**src/rtl/gcd_top.sv**
```systemverilog
// 4-bit greatest-common-divisor engine using repeated subtraction.
// Operands are captured on START, and the result is held on GCD_OUT while DONE is high.
module gcd_top (
   input  logic       CLK,
   input  logic       RESET,
   input  logic [3:0] X,
   input  logic [3:0] Y,
   input  logic       START,
   output logic [3:0] GCD_OUT,
   output logic       DONE
);

   typedef enum logic [1:0] {
      IDLE   = 2'd0,
      CALC   = 2'd1,
      DONE_S = 2'd2
   } state_t;

   state_t     state_r;
   logic [3:0] a_r;
   logic [3:0] b_r;
   logic       a_gt_b_s;
   logic       a_eq_b_s;
   logic [3:0] diff_s;

   // Comparator and subtractor: always larger minus smaller, so no underflow
   always_comb begin
      a_gt_b_s = (a_r > b_r);
      a_eq_b_s = (a_r == b_r);
      diff_s   = 4'd0;
      if (a_gt_b_s) begin
         diff_s = a_r - b_r;
      end else begin
         diff_s = b_r - a_r;
      end
   end

   // Controller and datapath registers; DONE is set on the same edge that enters DONE_S
   always_ff @(posedge CLK or negedge RESET) begin
      if (!RESET) begin
         state_r <= IDLE;
         a_r     <= 4'd0;
         b_r     <= 4'd0;
         GCD_OUT <= 4'd0;
         DONE    <= 1'b0;
      end else begin
         case (state_r)
            IDLE: begin
               DONE <= 1'b0;
               if (START) begin
                  a_r     <= X;
                  b_r     <= Y;
                  state_r <= CALC;
               end else begin
                  state_r <= IDLE;
               end
            end
            CALC: begin
               if (b_r == 4'd0) begin
                  GCD_OUT <= a_r;
                  DONE    <= 1'b1;
                  state_r <= DONE_S;
               end else if (a_r == 4'd0) begin
                  GCD_OUT <= b_r;
                  DONE    <= 1'b1;
                  state_r <= DONE_S;
               end else if (a_eq_b_s) begin
                  GCD_OUT <= a_r;
                  DONE    <= 1'b1;
                  state_r <= DONE_S;
               end else if (a_gt_b_s) begin
                  a_r     <= diff_s;
                  state_r <= CALC;
               end else begin
                  b_r     <= diff_s;
                  state_r <= CALC;
               end
            end
            DONE_S: begin
               // A held START must not retrigger; wait for it to drop
               if (!START) begin
                  DONE    <= 1'b0;
                  state_r <= IDLE;
               end else begin
                  DONE    <= 1'b1;
                  state_r <= DONE_S;
               end
            end
            default: begin
               DONE    <= 1'b0;
               state_r <= IDLE;
            end
         endcase
      end
   end

endmodule

```
**config.mk**
```make
export PLATFORM = sky130hd
export DESIGN_NAME = gcd_top
export DESIGN_NICKNAME = d
export VERILOG_FILES = /design/src/rtl/gcd_top.sv
export SDC_FILE = /design/constraint.sdc
export NUM_CORES = 1
export LEC_CHECK = 0
export ABC_AREA = 1
export ABC_CLOCK_PERIOD_IN_PS = 1700
export CORE_MARGIN = 2
export CORE_UTILIZATION = 49
export DETAILED_ROUTE_END_ITERATION = 8
export HOLD_SLACK_MARGIN = 0.08
export PLACE_DENSITY_LB_ADDON = 0.08
export SYNTH_ARGS = -nofsm -noshare
export SYNTH_HDL_FRONTEND = slang
export SYNTH_SLANG_ARGS = --single-unit
```
**constraint.sdc**
```tcl
create_clock -name CLK -period 1.7 [get_ports CLK]
set_clock_uncertainty 0.1 [all_clocks]
set_input_delay 0.255 -clock CLK [delete_from_list [all_inputs] [get_ports CLK]]
set_output_delay 0.255 -clock CLK [all_outputs]
set_load 0.01 [all_outputs]
```
==> metrics.md <==
| Metric | Value |
|---|---|
| Drc violations | 0 |
| XOR/XNOR Fraction of Synth Area | 0.0146 |
| TritonCTS clock tree | built |
| Via count | approximately 1200 |
| Max Root-Sink Buffers | 2 |
| Vias per std cell | about 5.3 |
| Synthesized net count | roughly 190 |
| Critical path capture point type | flop |
| Core ar. | 2280 um2 |
| Row cnt | 17 |
| Worst reg-to-reg path cell count | 12 |
| Max frequency | 530 MHz |
| Die W | 53.6 um |
| Flop-to-flop setup slack | -0.19 ns |
| Root Driver | clkbuf_4 |
| Initial Util | 0.529 |
| IO Count | 16 |
| Initial DRC Count | 40 |
| Portion of netlist area occupied by mux cells | 0 |
| Post-Synth Adder-Cell Area | 0.148 |
| Clock transition at the registers of the reported paths | around 0.1 ns |
| Seq/Total Area, Yosys | 0.312 |
| Simple-gate share of the synthesized area | 0.398 |
| IO buf count | 15 |
| Die Footprint | approximately 2900 um2 |
| Req. time, crit path | between 1.5 and 2 ns |
| Multi-input combinational cell area | 856 um2 |
| Placer Congestion | a little under 0.9 |
| Global Route met3 Usage | 0.0333 |
| Main combinational cell family by area after synthesis | simple AND/OR/NAND/NOR gates |
| CP arrival | 2.03 ns |
| Post-Route WL | roughly 3300 um |
| Cell area after synthesis | 1200 um2 |
| Yosys reg bits | 15 |
| Compound-gate portion of the synthesized area | 0.0520 |
| Fin nets | 232 |
| Worst setup path end | a_r[1] |
| Setup WS pre-CTS | -0.223 ns |
| Area Growth Syn to Fin | 42.2% |
| Worst r2r src | a_r[0] |
| Ant. Diodes | 0 |
| Post-route cell area | 1710 um2 |
| Clock sinks | 15 |
| CP startpoint | a_r[0] |
| Endpoints failing setup | 8 |
| Mean post-synth cell area | ~7.3 um2 |
| Final min period | roughly 1.9 ns |
| Tot GR Track Use | 0.256 |
| Global-route wire length before repair | ~5200 um |
| Pin slew with the least headroom to its limit | about 0.21 ns |
| Setup WS post-layout | -0.187 ns |
| Met1 GRT Util | 0.336 |
| GR Util met2 | 0.432 |
| GR peak layer | met2 |
| Worst-Skew Late Latency | just under 0.3 ns |
| Yosys Warn Count | 0 |
| Vias in the first global route | around 1200 |
| Rel. slew slack | 0.859 |
| Worst setup SP type | flop |
| Share of layout cells above drive strength 1 | 0.314 |
| H-tree depth | 1 |
| Slew Viols, Final | 0 |
| Synth unique cells | 24 |
| Worst-path maximum fanout | 4 |
| Inst Count DP | around 230 |
| Gr ovfl total | 0 |
| Area after DPL | between 1500 and 2000 um2 |
| Cells after synthesis | about 170 |
| Initial antenna violation count | 0 |
| RSZ-0062 raised after global routing | true |
| DIE HEIGHT | 53.6 um |
| Status | finished, violations left |
| Post-layout util | 0.752 |
| Hpwl dp | roughly 2300 um |
| DRT Pass-1 Iters | 4 |
| Reg area | around 380 um2 |
| WL/cell | 14.2 um |
| Failing checks | negative setup slack |
| Max_cap viols | 0 |
| Final Cycle Share | 1.11 |
| Num CTS Buffers | 3 |
| Post-CTS Hold Buffers | 0 |
| Post-route ant nets | 0 |
| Largest net degree at the start of global routing | 16 |
| # fillers | about 180 |
| Finished Layout Cells | around 240 |
| Worst hold-check path type | in2async |
| Worst r2r dst | a_r[1] |
| CP Class | reg2reg |
| Final Hold Violating Endpoints | 0 |
[worst min path at each step]
stage | start | slack, ns | end
global route | RESET | 0.21 | a_r[1]
finish | RESET | 0.16 | a_r[0]
global placement | GCD_OUT[0] | 0.36 | GCD_OUT[0]
CTS | RESET | 0.17 | a_r[2]
detailed placement | GCD_OUT[2] | 0.36 | GCD_OUT[2]
floorplan | RESET | -0.14 | DONE
[routing by layer]
layer,up-vias,part of all wire
li1,604,-
met1,589,0.43
met2,39,0.50
met3,6,0.053
met4,0,0.014
met5,-,0
[through the flow]
stage                     hold slack (ns)  TNS (ns)
final                               0.162     -1.15
after global routing                0.206     -1.91
after CTS                           0.172     -1.04
after detailed placement            0.361     -1.54
after global placement              0.355     -1.10
after floorplan                    -0.141    -0.596
[cells in the final DEF (no fill, tap or decap), types with 4 or more instances in the layout]
cell and n:
nand3_1 15, clkdlybuf4s50_1 15, a21oi_1 5, ha_1 6
nor2_1 6, buf_4 26, ha_4 4, nand2_4 5
dfrtp_1 13, inv_2 7, nand2_2 5, inv_1 12
nand2_1 60
[synth_stat cells]
cell type / number / area share
inv_1: 15 / 0.047
xnor2_1: 1 / 0.0073
nand3b_1: 2 / 0.012
nand3_2: 2 / 0.017
nand2_2: 6 / 0.031
nand2_4: 2 / 0.019
buf_6: 1 / 0.0094
inv_2: 4 / 0.012
nand2_1: 62 / 0.19
ha_1: 11 / 0.11
nor2_4: 1 / 0.0094
o21ai_1: 2 / 0.0083
nor2_1: 6 / 0.019
buf_2: 1 / 0.0042
nand4_4: 1 / 0.018
a21oi_1: 6 / 0.025
xor2_1: 1 / 0.0073
o21ai_0: 3 / 0.012
dfrtp_1: 15 / 0.31
clkbuf_1: 1 / 0.0031
nand3_1: 18 / 0.075
or2_2: 1 / 0.0052
o211ai_1: 1 / 0.0062
fa_1: 2 / 0.033
[sequential cells by signal, summed over array words and instances (netlist names)]
name	count
DONE	1
GCD_OUT	4
a_r	4
b_r	4
state_r	2
[logic make-up after synthesis]
family,Yosys count
fa+ha+maj,13
buf+inv,22
simple gates,101
flops,15
xor+xnor,2
compound gates,12
[layout make-up]
class                           instances  share of cell area
Timing Repair Buffer                   41               0.202
Tap cell                               28              0.0205
Sequential cell                        15               0.221
Inverter                               19              0.0417
Multi-Input combinational cell        128               0.500
Clock buffer                            4              0.0154
[critical path, cell delays in order, from the launching register on]
cell and delay [ns]:
dfrtp_1 0.40, inv_2 0.07, ha_4 0.12, inv_2 0.04, fa_2 0.35, nand3_2 0.10, nand3_4 0.10, buf_4 0.15
nand3b_1 0.11, nand3_2 0.09, nand2_1 0.07, nand2_1 0.07, nand2_1 0.06
[repair_timing]
| action | in CTS | in global routing |
|---|---|---|
| buffers inserted | 2 | 2 |
| gates resized for setup | 9 | 12 |
| pin swaps | 10 | 9 |
| endpoints found under the setup margin | 15 | 15 |
Power is not shown: default switching activity piles up to over one toggle a cycle in this logic, so the estimate is an artifact.
